`src/rtl/lpif_asym2_pkg.sv`:
```
// Shared types and constants for the LPIF x16 asymmetric-2 lane packing path.
package lpif_asym2_pkg;

  localparam int LPIF_ASYM2_LANE_W = 281;
  localparam int LPIF_ASYM2_WORD_W = 2 * LPIF_ASYM2_LANE_W;

  // Packed structs fill from the MSB, so the fields are listed in reverse to land state at bit 0.
  typedef struct packed {
    logic         valid;
    logic         crc_valid;
    logic [15:0]  crc;
    logic         dvalid;
    logic [255:0] data;
    logic [1:0]   protid;
    logic [3:0]   state;
  } lpif_asym2_lane_t;

  typedef enum logic {
    LPIF_ASYM2_IDLE,
    LPIF_ASYM2_HALF
  } lpif_asym2_state_e;

  // An unused lane carries only the LPIF state of lane 0.
  function automatic lpif_asym2_lane_t lpif_asym2_idle_lane(input logic [3:0] state);
    lpif_asym2_lane_t lane;
    lane       = '0;
    lane.state = state;
    return lane;
  endfunction

endpackage

```
`src/rtl/lpif_asym2_lane_pack.sv`:
```
// Maps one LPIF beat onto a lane field; shared by the downstream packer and upstream unpacker.
module lpif_asym2_lane_pack
  import lpif_asym2_pkg::*;
(
  input  logic [3:0]       state,
  input  logic [1:0]       protid,
  input  logic [255:0]     data,
  input  logic             dvalid,
  input  logic [15:0]      crc,
  input  logic             crc_valid,
  output lpif_asym2_lane_t lane
);

  always_comb begin
    lane.valid     = 1'b1;
    lane.crc_valid = crc_valid;
    lane.crc       = crc;
    lane.dvalid    = dvalid;
    lane.data      = data;
    lane.protid    = protid;
    lane.state     = state;
  end

endmodule

```
`src/rtl/lpif_asym2_dstrm_packer.sv`:
```
// Pairs single-lane LPIF beats into two-lane words for the logic-link TX FIFO.
// Define LPIF_ASYM2_FLUSH_EN to enable the lone-beat timeout flush and its debug counter.
module lpif_asym2_dstrm_packer
  import lpif_asym2_pkg::*;
#(
  parameter int FLUSH_CYCLES = 8
) (
  input  logic                         clk_wr,
  input  logic                         rst_wr_n,
  input  logic                         m_gen2_mode,
  input  logic [3:0]                   in_state,
  input  logic [1:0]                   in_protid,
  input  logic [255:0]                 in_data,
  input  logic                         in_dvalid,
  input  logic [15:0]                  in_crc,
  input  logic                         in_crc_valid,
  input  logic                         in_valid,
  output logic                         in_ready,
  output logic [LPIF_ASYM2_WORD_W-1:0] txfifo_downstream_data,
  output logic                         txfifo_push,
  input  logic                         txfifo_ready,
  output logic [7:0]                   flush_cnt_o
);

  if (FLUSH_CYCLES < 1 || FLUSH_CYCLES > 255) begin : g_flush_range
    $error("FLUSH_CYCLES must lie in 1..255");
  end

  lpif_asym2_state_e            state_q, state_d;
  lpif_asym2_lane_t             beat_lane, hold_q;
  logic                         rst_done_q;
  logic                         out_free;
  logic                         hold_en;
  logic                         load_out;
  logic [LPIF_ASYM2_WORD_W-1:0] word_d;

  lpif_asym2_lane_pack u_lane_pack (
    .state     (in_state),
    .protid    (in_protid),
    .data      (in_data),
    .dvalid    (in_dvalid),
    .crc       (in_crc),
    .crc_valid (in_crc_valid),
    .lane      (beat_lane)
  );

  assign out_free = !txfifo_push || txfifo_ready;

`ifdef LPIF_ASYM2_FLUSH_EN
  localparam logic [7:0] FLUSH_MAX = 8'(FLUSH_CYCLES);
  logic [7:0] cnt_q;
  logic       do_flush;
`endif

  // in_ready stays low until the first edge after reset release.
  always_ff @(posedge clk_wr or negedge rst_wr_n) begin
    // NOTE: sequential state uses non-blocking assignments so every register samples pre-edge values.
    if (!rst_wr_n) begin
      state_q    <= LPIF_ASYM2_IDLE;
      rst_done_q <= 1'b0;
    end else begin
      state_q    <= state_d;
      rst_done_q <= 1'b1;
    end
  end

  always_comb begin
    // NOTE: every output gets a default first so no path through the case infers a latch.
    state_d  = state_q;
    in_ready = 1'b0;
    hold_en  = 1'b0;
    load_out = 1'b0;
    word_d   = {lpif_asym2_idle_lane(beat_lane.state), beat_lane};
`ifdef LPIF_ASYM2_FLUSH_EN
    do_flush = 1'b0;
`endif
    if (rst_done_q) begin
      unique case (state_q)
        LPIF_ASYM2_IDLE: begin
          if (m_gen2_mode) begin
            // The holding register is always free in IDLE, so gen2 never stalls the first beat.
            in_ready = 1'b1;
            if (in_valid) begin
              hold_en = 1'b1;
              state_d = LPIF_ASYM2_HALF;
            end
          end else begin
            in_ready = out_free;
            load_out = in_valid && out_free;
          end
        end
        LPIF_ASYM2_HALF: begin
          in_ready = out_free;
          if (in_valid && out_free) begin
            load_out = 1'b1;
            word_d   = {beat_lane, hold_q};
            state_d  = LPIF_ASYM2_IDLE;
          end
`ifdef LPIF_ASYM2_FLUSH_EN
          else if (cnt_q == FLUSH_MAX && out_free) begin
            load_out = 1'b1;
            do_flush = 1'b1;
            word_d   = {lpif_asym2_idle_lane(hold_q.state), hold_q};
            state_d  = LPIF_ASYM2_IDLE;
          end
`endif
        end
      endcase
    end
  end

  // NOTE: the holding register is pure datapath; its contents only matter in HALF, so it has no reset.
  always_ff @(posedge clk_wr) begin
    if (hold_en) hold_q <= beat_lane;
  end

  always_ff @(posedge clk_wr or negedge rst_wr_n) begin
    if (!rst_wr_n) begin
      txfifo_push            <= 1'b0;
      txfifo_downstream_data <= '0;
    end else if (out_free) begin
      txfifo_push <= load_out;
      if (load_out) txfifo_downstream_data <= word_d;
    end
  end

`ifdef LPIF_ASYM2_FLUSH_EN
  // The wait counter keeps saturating under backpressure so the flush fires on the first free cycle.
  always_ff @(posedge clk_wr or negedge rst_wr_n) begin
    if (!rst_wr_n) begin
      cnt_q       <= '0;
      flush_cnt_o <= '0;
    end else begin
      if (hold_en) begin
        cnt_q <= '0;
      end else if (state_q == LPIF_ASYM2_HALF && cnt_q != FLUSH_MAX) begin
        cnt_q <= cnt_q + 8'd1;
      end
      if (do_flush && flush_cnt_o != 8'hFF) flush_cnt_o <= flush_cnt_o + 8'd1;
    end
  end
`else
  assign flush_cnt_o = '0;
`endif

endmodule
```
`config.mk`:
```
export PLATFORM = sky130hd
export DESIGN_NAME = lpif_asym2_dstrm_packer
export DESIGN_NICKNAME = d
export VERILOG_FILES = /design/src/rtl/lpif_asym2_pkg.sv /design/src/rtl/lpif_asym2_lane_pack.sv /design/src/rtl/lpif_asym2_dstrm_packer.sv
export SDC_FILE = /design/constraint.sdc
export NUM_CORES = 1
export LEC_CHECK = 0
export CAP_MARGIN = 20
export CORE_AREA = 2 2 331 333
export CTS_BUF_LIST = sky130_fd_sc_hd__clkbuf_8
export DETAILED_ROUTE_END_ITERATION = 7
export DIE_AREA = 0 0 333 335
export SLEW_MARGIN = 20
export SYNTH_ARGS = -nofsm -noshare
export SYNTH_HDL_FRONTEND = slang
export SYNTH_SLANG_ARGS = --single-unit
```
`constraint.sdc`:
```
create_clock -name clk_wr -period 17 [get_ports clk_wr]
set_input_delay 2.55 -clock clk_wr [delete_from_list [all_inputs] [get_ports clk_wr]]
set_output_delay 2.55 -clock clk_wr [all_outputs]
set_load 0.01 [all_outputs]
```
Word-level counts from Yosys, hierarchy flattened
Index checks and enable logic that the tools add are counted.
Storage, ports and cells
  memory bits (read-only): 0
  word-level logic and storage cells: 31
  bits in writable memories: 0
  input bits: 285
  memories kept: 0
  register bits after elaboration: 845
  bits in latches: 0
Operators by class
  $mul: 0
  reductions and logical operators: 4
  $lt $le $gt $ge: 0
  add/sub/neg operators: 0
  divide/modulo/power cells: 0
  eq/ne operators: 0
  bitwise logic cells: 1
  muxes and demuxes: 16
  shift-type cells: 0
Operator list (count)
  2-to-1 mux 562 bit: 3
  2-to-1 mux 1 bit: 10
  one-hot mux 1 bit (2 select lines): 3
  AND reduction 2 bit: 1
  logical AND 1 bit: 1
  zero test 1 bit: 1
  logical OR 1 bit: 1
  inverter 1 bit: 1

Logic depth before layout (Yosys ltp)
Gate-level depths: netlist (run 1).
  depth in word-level cells: 7
  gate-level depth with buffers: 6

By module
Synthesis (run 1) repeated with hierarchy kept, for this count alone.
Unflattened totals
  cells, all modules: 2116
  area, all modules: 34355.4 um2
Modules (own cells, without submodules)
  lpif_asym2_dstrm_packer: cells each 1834, area each 32242.2 um2, times used 1
  lpif_asym2_lane_pack: cells each 282, area each 2113.3 um2, times used 1

Worst setup path before layout (run 1)
No wires, ideal clock.
  kind: input to register
  start point: input m_gen2_mode
  end point: register hold_q[0] in the netlist's numbering, enable pin
  arrival: 14.252 ns
  stages: 2
  setup time: 0.927 ns
  required time: 16.073 ns
  slack: 1.822 ns
  cells stage by stage: nand2b_1 -> nor2_1
On the way
  longest elaborated chain between the ends: 3
RTL lines
  start: declaration: line lpif_asym2_dstrm_packer.sv:10  | input logic m_gen2_mode,
  2-to-1 mux 1 bit: line lpif_asym2_dstrm_packer.sv:80  | if (m_gen2_mode) begin
  2-to-1 mux 1 bit: line lpif_asym2_dstrm_packer.sv:78  | unique case (state_q)
  2-to-1 mux 1 bit: line lpif_asym2_dstrm_packer.sv:77  | if (rst_done_q) begin
  via hold_en: line lpif_asym2_dstrm_packer.sv:33  | logic hold_en;
  end signal: assignment: line lpif_asym2_dstrm_packer.sv:114  | if (hold_en) hold_q <= beat_lane;
  end: declaration: line lpif_asym2_dstrm_packer.sv:30  | lpif_asym2_lane_t beat_lane, hold_q;
The timed path passes the listed nets, and every way through them passes these cells.
A chain may end at the register's enable or synchronous reset.

Worst setup path after layout (run 1)
  start point: input txfifo_ready
  end point: output in_ready
On the way
  longest elaborated chain between the ends: 4
RTL lines
  start: declaration: line lpif_asym2_dstrm_packer.sv:21  | input logic txfifo_ready,
  logical OR 1 bit (*): line lpif_asym2_dstrm_packer.sv:47  | assign out_free = !txfifo_push || txfifo_ready;
  2-to-1 mux 1 bit: line lpif_asym2_dstrm_packer.sv:80
  one-hot mux 1 bit (2 select lines) (*): line lpif_asym2_dstrm_packer.sv:78
  2-to-1 mux 1 bit (*): line lpif_asym2_dstrm_packer.sv:77
  end: declaration: line lpif_asym2_dstrm_packer.sv:18  | output logic in_ready,
Mark *: on every way between the ends. The rest lies on a longest branch, timed or not.

==> results of run 1 <==
[power by group through the flow]
stage	Clock, W	Combinational [W]	Sequential [W]
3_5_place_dp	0	0.00165	0.00273
2_1_floorplan	0	0.000446	0.00288
6_report	0.00178	0.00163	0.00271
5_1_grt	0.00194	0.00171	0.00275
3_3_place_gp	0	0.00163	0.00273
4_1_cts	0.00185	0.00165	0.00271
[stage by stage]
stage / std cells / area, sq um / utilization
global placement: 3999 / 41000 / 0.379
finish: 4276 / 43800 / 0.406
global route: 4276 / 43800 / 0.406
floorplan: 1934 / 31600 / -
detailed placement: 3999 / 41000 / 0.379
CTS: 4269 / 43800 / 0.405
[layout make-up]
cell class / instances / area share
Antenna cell: 7 / 0.000400
Tap cell: 1414 / 0.0404
Multi-Input combinational cell: 864 / 0.180
Clock inverter: 106 / 0.0129
Sequential cell: 845 / 0.514
Clock buffer: 164 / 0.0515
Timing Repair Buffer: 876 / 0.201
[per-layer routing]
layer	share of wire	global-route usage	up-vias
met5	0.00020	0	-
met4	0.037	0.0829	4
met3	0.078	0.0585	187
met2	0.48	0.276	955
met1	0.41	0.233	11600
li1	-	-	9632
[path summary, 6_finish.rpt]
check	cells after the start	slack, ns	from	endpoint
worst max register to register	6	12.66	txfifo_push	txfifo_downstream_data[92]
worst min-delay path	1	0.45	hold_q[52]	txfifo_downstream_data[52]
min in group asynchronous	1	1.74	rst_wr_n	txfifo_downstream_data[24]
worst max-delay path	5	9.56	txfifo_ready	in_ready
worst min register to register	1	0.45	hold_q[52]	txfifo_downstream_data[52]
max in group asynchronous	3	12.97	rst_wr_n	txfifo_downstream_data[138]
[state kept, by name, summed over array words and instances (netlist names)]
name	count
txfifo_downstream_data	562
hold_q	280
rst_done_q	1
state_q	1
txfifo_push	1
[cell usage after synthesis, drive strengths merged, types with 2 or more instances]
| cell | n | area [sq um] |
|---|---|---|
| a221o | 280 | 2800 |
| a22o | 276 | 2420 |
| buf | 122 | 817 |
| clkbuf | 103 | 387 |
| conb | 2 | 7.51 |
| dfrtp | 565 | 14100 |
| edfxtp | 280 | 8410 |
| mux2 | 4 | 45.0 |
| nand2 | 2 | 7.51 |
| nand2b | 3 | 18.8 |
| nor4b | 280 | 2450 |
| o21ai | 2 | 10.0 |
[kinds of logic after synthesis]
group	after synthesis	share of synthesized area
AO/OA/AOI/OAI	560	0.166
other	2	0.000238
buffers and inverters	225	0.0381
multiplexers	4	0.00143
flip-flops	845	0.714
AND/OR/NAND/NOR	291	0.0798
[worst register-to-register path, stage by stage, from the launching register on]
cell and delay [ns]:
dfrtp_1 0.66, nand2b_1 0.24, nand3_4 0.69, buf_4 0.84, buf_4 0.84, buf_12 0.57
a221o_1 0.41
==> out/metrics.cfg, run 1 <==
[layout]
drive_gt1_frac = 0.0795
final_cell_mix = clkdlybuf4s50_1 (846), dfrtp_1 (565), nor4b_1 (280), a221o_1 (280), edfxtp_1 (280)
syn_to_final_growth_pct = 38.9
fillCellCount = 10100
multi_input_area_sq_um = 7870
fin_nets = 3018
mostFrequentLayoutCell = clkdlybuf4s50_1
seq_area_sq_um = 22500

[global_route]
gr-total-overflow = 0
grt_max_degree = 187
grt_pass1_wl_mm = 154
grt_pass1_vias = 22500
antenna_found_initial = 10
grtUsageTotal = 0.180

[status]
status = complete, no violations

[clock_network]
clock_sinks = 845
cts_tree = yes
ctsResizeCount = 0
clk_latency_ns = 0.79
cts-root-buf = clkbuf_8
cts_setup_buffers = 0
cts_made_buffers = 146
clockBufferDepth = 3
cts.clk_slew.worst_paths_ns = 0.06
ctsHoldBuffers = 0
htreeDepth = 4

[die]
core_sq_um = 108000
dieWidth_um = 333
io_pins = 857
die-area_sq_um = 112000
start_util = 0.292
die_y_um = 335
num_rows = 121

[synthesis]
yosysUniqueCellTypes = 23
yosys_register_bits = 845
synth_cells = 1927
synth_edf_count = 280
syn_area_per_cell_sq_um = 16.4
yosysSeqAreaShare = 0.714
syn_area_sq_um = 31600
ys_warn_count = 0
synth_async_sr_flop_share = 0.669
synth_flop_cell = dfrtp_1

[critical_path]
crit_buf_inv = 3
cp.arrival_ns = 4.89
critPathKind = input pin to primary output
critical_path.cell_chain = clkdlybuf4s50_1 > nor2b_4 > buf_4 > a21boi_0 > clkdlybuf4s50_1
crit_family = buffers and inverters
cp.required_ns = 14.45
startpoint_type = input pin
end_kind = primary output
worstPathMaxFanout = 62
max_stage_delay_ns = 0.63
worst_path_most_repeated_cell = clkdlybuf4s50_1
cp_slowest_cell = clkdlybuf4s50_1

[route]
drc = 0
num_vias = 22400
drt-total-wl_mm = 105
first_pass_iters = 7
wl_per_cell_um = 24.5
drt_iter0_drc = 1639
vias_per_cell = 5.24
antenna_left = 0

[timing]
setup_viol = 0
slew_headroom = 0.165
hold_ws_ns = 0.449
hold_viol_final = 0
fin_worst_skew_ns = 0.0318
finalCritPeriodShare = 0.437
finalWorstSetupSlack_ns = 9.56
slew_viol_final = 0
grt_setup_unrepaired = no
timing.fmax_mhz = 134
period_minus_slack_ns = 7.44
worstMarginPinSlew_ns = 1.25
tns_ns = 0

[pwr]
vdd_drop_max_mv = 0.0763
pwr-share-comb = 0.267
fin_total_pwr_w = 0.00612
powerDensity_nw_per_um2 = 140
p_leak_nw = 17.1
switching_share = 0.292
p_sw_w = 0.00179
seqPwrFrac = 0.442
clockPowerShare = 0.291
p_int_w = 0.00433

[place]
routabilityCongestion = 0.782
port_buffers = 848
hpwlAfterDp_mm = 64.1
pre_cts_ws_ns = 9.53

[job]
drv_cap = 0

[worst_hold_path]
hold_class = flop to flop

No activity file was read; power rests on OpenSTA's default activity.
==> run 2: changes to the inputs <==
--- a/config.mk
+++ b/config.mk
@@ -6,10 +6,10 @@
 export NUM_CORES = 1
 export LEC_CHECK = 0
 export CAP_MARGIN = 20
-export CORE_AREA = 2 2 331 333
+export CORE_AREA = 2 2 329 331
 export CTS_BUF_LIST = sky130_fd_sc_hd__clkbuf_8
 export DETAILED_ROUTE_END_ITERATION = 7
-export DIE_AREA = 0 0 333 335
+export DIE_AREA = 0 0 331 333
 export SLEW_MARGIN = 20
 export SYNTH_ARGS = -nofsm -noshare
 export SYNTH_HDL_FRONTEND = slang
==> constraint.sdc (replaced) <==
create_clock -name clk_wr -period 6.6 [get_ports clk_wr]
set_input_delay 0.99 -clock clk_wr [delete_from_list [all_inputs] [get_ports clk_wr]]
set_output_delay 0.99 -clock clk_wr [all_outputs]
set_load 0.01 [all_outputs]
==> out/metrics.cfg, run 2 (synthesized netlist as in run 1, its figures left out) <==
[status]
status = complete, no violations

[critical_path]
cp.arrival_ns = 2.61  ; -2.28 ns
max_stage_delay_ns = 0.68  ; +0.05 ns
crit_buf_inv = 2  ; -1
startpoint_type = input pin
cp.required_ns = 5.61  ; -8.84 ns
worstPathMaxFanout = 66  ; +6.5%
end_kind = primary output
crit_family = buffers and inverters
critical_path.cell_chain = buf_8 > nand2b_1 > a21boi_0 > clkdlybuf4s50_1
critPathKind = input pin to primary output
cp_slowest_cell = clkdlybuf4s50_1

[timing]
fin_worst_skew_ns = 0.0281  ; -0.00370 ns
slew_viol_final = 0  ; unchanged
worstMarginPinSlew_ns = 1.26  ; +0.0102 ns
timing.fmax_mhz = 278
hold_viol_final = 0  ; unchanged
grt_setup_unrepaired = no
slew_headroom = 0.158  ; -0.00678
period_minus_slack_ns = 3.60
finalWorstSetupSlack_ns = 3.00  ; -6.56 ns
tns_ns = 0  ; unchanged
setup_viol = 0  ; unchanged
finalCritPeriodShare = 0.546

[die]
num_rows = 120  ; -0.83%
die_y_um = 333  ; -0.60%
die-area_sq_um = 110000  ; -1.2%
io_pins = 857  ; unchanged
dieWidth_um = 331  ; -0.60%
core_sq_um = 107000  ; -1.4%
start_util = 0.296  ; +0.00409

[clock_network]
clock_sinks = 845  ; unchanged
clockBufferDepth = 3  ; unchanged
ctsHoldBuffers = 0  ; unchanged
cts-root-buf = clkbuf_8
ctsResizeCount = 0  ; unchanged
clk_latency_ns = 0.82  ; +0.03 ns
cts_setup_buffers = 0  ; unchanged
cts.clk_slew.worst_paths_ns = 0.05  ; about the same
cts_tree = yes
cts_made_buffers = 145  ; -0.68%
htreeDepth = 4  ; unchanged

[global_route]
grt_pass1_wl_mm = 157  ; +2.3%
grt_max_degree = 161  ; -14%
antenna_found_initial = 6  ; -4
grtUsageTotal = 0.186  ; +0.00552
grt_pass1_vias = 23900  ; +6.0%
gr-total-overflow = 0  ; unchanged

[layout]
largest_reg_flops = 562  ; unchanged
drive_gt1_frac = 0.0902  ; +0.0107
largestRegisters = txfifo_downstream_data: 562 flops, hold_q: 280 flops
largest_register = txfifo_downstream_data
final_cell_mix = clkdlybuf4s50_1 (846), dfrtp_1 (565), nor4b_1 (280), a221o_1 (280), edfxtp_1 (280)
fin_nets = 3028  ; +0.33%
syn_to_final_growth_pct = 39.4
mostFrequentLayoutCell = clkdlybuf4s50_1

[place]
routabilityCongestion = 0.838  ; +7.2%
hpwlAfterDp_mm = 67.2  ; +4.8%
port_buffers = 848  ; unchanged
pre_cts_ws_ns = 2.78  ; -6.75 ns

[pwr]
p_leak_nw = 17.1  ; +0.15%
vdd_drop_max_mv = 0.169  ; +120%
clockPowerShare = 0.296  ; +0.005
p_sw_w = 0.00463  ; +160%
pwr-share-comb = 0.265  ; -0.002
powerDensity_nw_per_um2 = 362  ; +160%
p_int_w = 0.0113  ; +160%
switching_share = 0.291  ; -0.00123
seqPwrFrac = 0.439  ; -0.003

[route]
first_pass_iters = 5  ; -2
met3RoutedLength_mm = 8.62  ; +5.7%
drt_iter0_drc = 1755  ; +7.1%
drc = 0  ; unchanged
wl_met1_mm = 42.6  ; -0.70%
top_layer = met5
num_vias = 22800  ; +1.9%
antenna_left = 0  ; unchanged
wl_per_cell_um = 24.8  ; +1.2%
drt-total-wl_mm = 106  ; +1.1%
vias_per_cell = 5.35  ; +2.1%
met2_length_mm = 50.8  ; +2.1%

[worst_hold_path]
hold_class = input pin to asynchronous set/reset pin

[job]
drv_cap = 0  ; unchanged

==> run 2: worst reg2reg max path, cell delays in order (launching register included) <==
cell and delay (ns):
dfrtp_1 0.37, nand2b_1 0.27, nand3_4 0.74, buf_12 0.59, a221o_1 0.71
==> run 2: stage by stage <==
step / util / hold WS, ns / instances / total power [W] / cell area, sq um
after global placement: 0.386 / 0.451 / 3999 / 0.0112 / 41100
after CTS: 0.413 / 0.217 / 4263 / 0.0161 / 44000
final: 0.413 / 0.258 / 4269 / 0.0159 / 44000
after floorplan: - / 0.456 / 1934 / 0.00854 / 31600
after global routing: 0.413 / 0.249 / 4267 / 0.0167 / 44000
after detailed placement: 0.386 / 0.456 / 3999 / 0.0113 / 41100
==> run 2: cell type report <==
class / count / area [sq um]
Multi-Input combinational cell: 864 / 7870
Tap cell: 1403 / 1760
Antenna cell: 6 / 15.0
Sequential cell: 845 / 22500
Fill cell: 9747 / 62600
Timing Repair Buffer: 887 / 8930
Clock inverter: 88 / 480
Clock buffer: 176 / 2420
==> run 2: final timing paths <==
path	startpoint	to	slack, ns	cells past startpoint
setup / recovery	m_gen2_mode	in_ready	3.00	4
hold / removal	rst_wr_n	txfifo_downstream_data[158]	0.26	1
min in group clk_wr	hold_q[249]	txfifo_downstream_data[249]	0.46	1
setup reg to reg	state_q	txfifo_downstream_data[66]	3.80	4
max in group asynchronous	rst_wr_n	txfifo_downstream_data[344]	4.82	2
hold reg to reg	hold_q[249]	txfifo_downstream_data[249]	0.46	1
==> run 2: routing by layer <==
metal | GRT usage | vias to the layer above
met3 | 0.0609 | 198
met4 | 0.0755 | 2
met2 | 0.295 | 1014
met1 | 0.233 | 12000
met5 | 0 | -
li1 | - | 9628
==> run 2: power by group through the flow <==
stage	registers, W	logic [W]	clock network (W)
floorplan	0.00739	0.00115	0
global placement	0.00704	0.00420	0
detailed placement	0.00707	0.00425	0
CTS	0.00700	0.00426	0.00488
global route	0.00710	0.00445	0.00512
finish	0.00700	0.00422	0.00472
==> run 3: changes to the inputs <==
==> constraint.sdc (replaced) <==
create_clock -name clk_wr -period 2.9 [get_ports clk_wr]
set_input_delay 0.435 -clock clk_wr [delete_from_list [all_inputs] [get_ports clk_wr]]
set_output_delay 0.435 -clock clk_wr [all_outputs]
set_load 0.01 [all_outputs]
==> out/metrics.cfg, run 3 (synthesized netlist as in run 1, its figures left out) <==
[layout]
mostFrequentLayoutCell = clkdlybuf4s50_1
syn_to_final_growth_pct = 42.6
fillCellCount = 9627  ; -1.2%
drive_gt1_frac = 0.104  ; +0.0142
largest_register = txfifo_downstream_data
largestRegisters = txfifo_downstream_data: 562 flops, hold_q: 280 flops
seq_area_sq_um = 22500  ; unchanged
multi_input_area_sq_um = 7880  ; +0.13%
final_cell_mix = clkdlybuf4s50_1 (845), dfrtp_1 (565), nor4b_1 (280), a221o_1 (280), edfxtp_1 (280)
fin_nets = 3094  ; +2.2%
largest_reg_flops = 562  ; unchanged

[route]
first_pass_iters = 5  ; unchanged
wl_per_cell_um = 24.6  ; -0.61%
antenna_left = 0  ; unchanged
drt_iter0_drc = 1840  ; +4.8%
vias_per_cell = 5.37  ; +0.45%
drt-total-wl_mm = 107  ; +1.1%
num_vias = 23300  ; +2.2%
drc = 0  ; unchanged

[clock_network]
clock_sinks = 845  ; unchanged
cts_tree = yes
cts-root-buf = clkbuf_8
clk_latency_ns = 0.82  ; about the same
cts.clk_slew.worst_paths_ns = 0.06  ; about the same
htreeDepth = 4  ; unchanged
cts_setup_buffers = 0  ; unchanged
cts_made_buffers = 143  ; -1.4%
clockBufferDepth = 3  ; unchanged

[critical_path]
ff2ff_path_depth = 5  ; +1
crit-reg2reg-launch = txfifo_push
critPathKind = input pin to primary output
r2r_end = txfifo_downstream_data[223]
worstPathMaxFanout = 24  ; -64%
startpoint_type = input pin
end_kind = primary output
cp.arrival_ns = 2.11  ; -0.50 ns
cp.required_ns = 2.47  ; -3.14 ns
r2r_slack_ns = 0.92  ; -2.88 ns

[timing]
setup_viol = 0  ; unchanged
finalWorstSetupSlack_ns = 0.360  ; -2.64 ns
slew_headroom = 0.349  ; +0.191
hold_viol_final = 0  ; unchanged
finalCritPeriodShare = 0.876
period_minus_slack_ns = 2.54
fin_worst_skew_ns = 0.0353  ; +0.00719 ns
slew_viol_final = 0  ; unchanged
hold_ws_ns = 0.203  ; -0.0547 ns
worstMarginPinSlew_ns = 0.976  ; -0.287 ns
timing.fmax_mhz = 394
tns_ns = 0  ; unchanged
grt_setup_unrepaired = no

[global_route]
gr-total-overflow = 0  ; unchanged
grt_pass1_wl_mm = 160  ; +1.4%
grtUsageTotal = 0.187  ; +0.00147
grt_pass1_vias = 24000  ; +0.57%
antenna_found_initial = 8  ; +2
grt_max_degree = 137  ; -15%

[die]
dieWidth_um = 331  ; unchanged
io_pins = 857  ; unchanged
core_sq_um = 107000  ; unchanged
die-area_sq_um = 110000  ; unchanged
start_util = 0.296  ; unchanged
die_y_um = 333  ; unchanged
num_rows = 120  ; unchanged

[place]
routabilityCongestion = 0.844  ; +0.73%
hpwlAfterDp_mm = 72.1  ; +7.2%
port_buffers = 848  ; unchanged
pre_cts_ws_ns = 0.320  ; -2.46 ns

[pwr]
p_leak_nw = 17.7  ; +3.3%
powerDensity_nw_per_um2 = 808  ; +120%
vdd_drop_max_mv = 0.422  ; +150%

[job]
drv_cap = 0  ; unchanged

[status]
status = complete, no violations

[worst_hold_path]
hold_class = input pin to asynchronous set/reset pin

-- run 3: cell types whose count changed in the layout (fill, tap and decap cells not counted), sizes merged --
cell           change
buf               +66
bufinv             +3
clkbuf            -11
clkdlybuf4s50      -1
clkinv            -10
clkinvlp           -3
diode              +1
dlygate4sd2        +1
dlygate4sd3        +2
inv               +25
-- run 3: final cells by class --
class,count,area share
Multi-Input combinational cell,864,0.175
Antenna cell,7,0.000389
Timing Repair Buffer,955,0.221
Sequential cell,845,0.501
Tap cell,1403,0.0390
Clock inverter,103,0.0131
Clock buffer,165,0.0504
-- run 3: worst max-delay path: stages --
cell	delay, ns
dlygate4sd3_1	0.58
buf_8	0.24
nand2b_4	0.11
a21boi_0	0.18
dlygate4sd2_1	0.53
-- run 3: through the flow --
| stage | cells | util | total power, W | area [sq um] |
|---|---|---|---|---|
| 2_1_floorplan | 1934 | - | 0.0194 | 31600 |
| 3_3_place_gp | 4065 | 0.395 | 0.0258 | 42100 |
| 3_5_place_dp | 4065 | 0.395 | 0.0259 | 42100 |
| 4_1_cts | 4335 | 0.422 | 0.0367 | 45000 |
| 5_1_grt | 4342 | 0.422 | 0.0379 | 45000 |
| 6_report | 4342 | 0.422 | 0.0364 | 45000 |
-- run 3: how the worst max path moves through the flow --
stage,from,to,slack [ns]
floorplan,state_q,hold_q[0],-2.19
global placement,txfifo_ready,in_ready,0.31
detailed placement,txfifo_ready,in_ready,0.32
CTS,txfifo_push,in_ready,0.22
global route,txfifo_push,in_ready,0.17
finish,m_gen2_mode,in_ready,0.36
-- run 3: where the power goes --
part	internal, W	switching, W
clock	0.00566	0.00498
combinational	0.00563	0.00416
sequential	0.0146	0.00139
total	0.0259	0.0105
-- run 3: layer usage --
layer | GRT usage | part of all wire | vias to the layer above
li1 | - | - | 9766
met1 | 0.233 | 0.40 | 12300
met4 | 0.0672 | 0.028 | 0
met5 | 0 | 0 | -
met3 | 0.0515 | 0.077 | 165
met2 | 0.311 | 0.50 | 1055
-- run 3: what timing repair did --
| action | 4_1_cts | 5_1_grt |
|---|---|---|
| endpoints found under the setup margin | 1 | 0 |
| endpoints found under the hold margin | 51 | 0 |
| resized for setup | 1 | 0 |
| hold buffers | 2 | 0 |
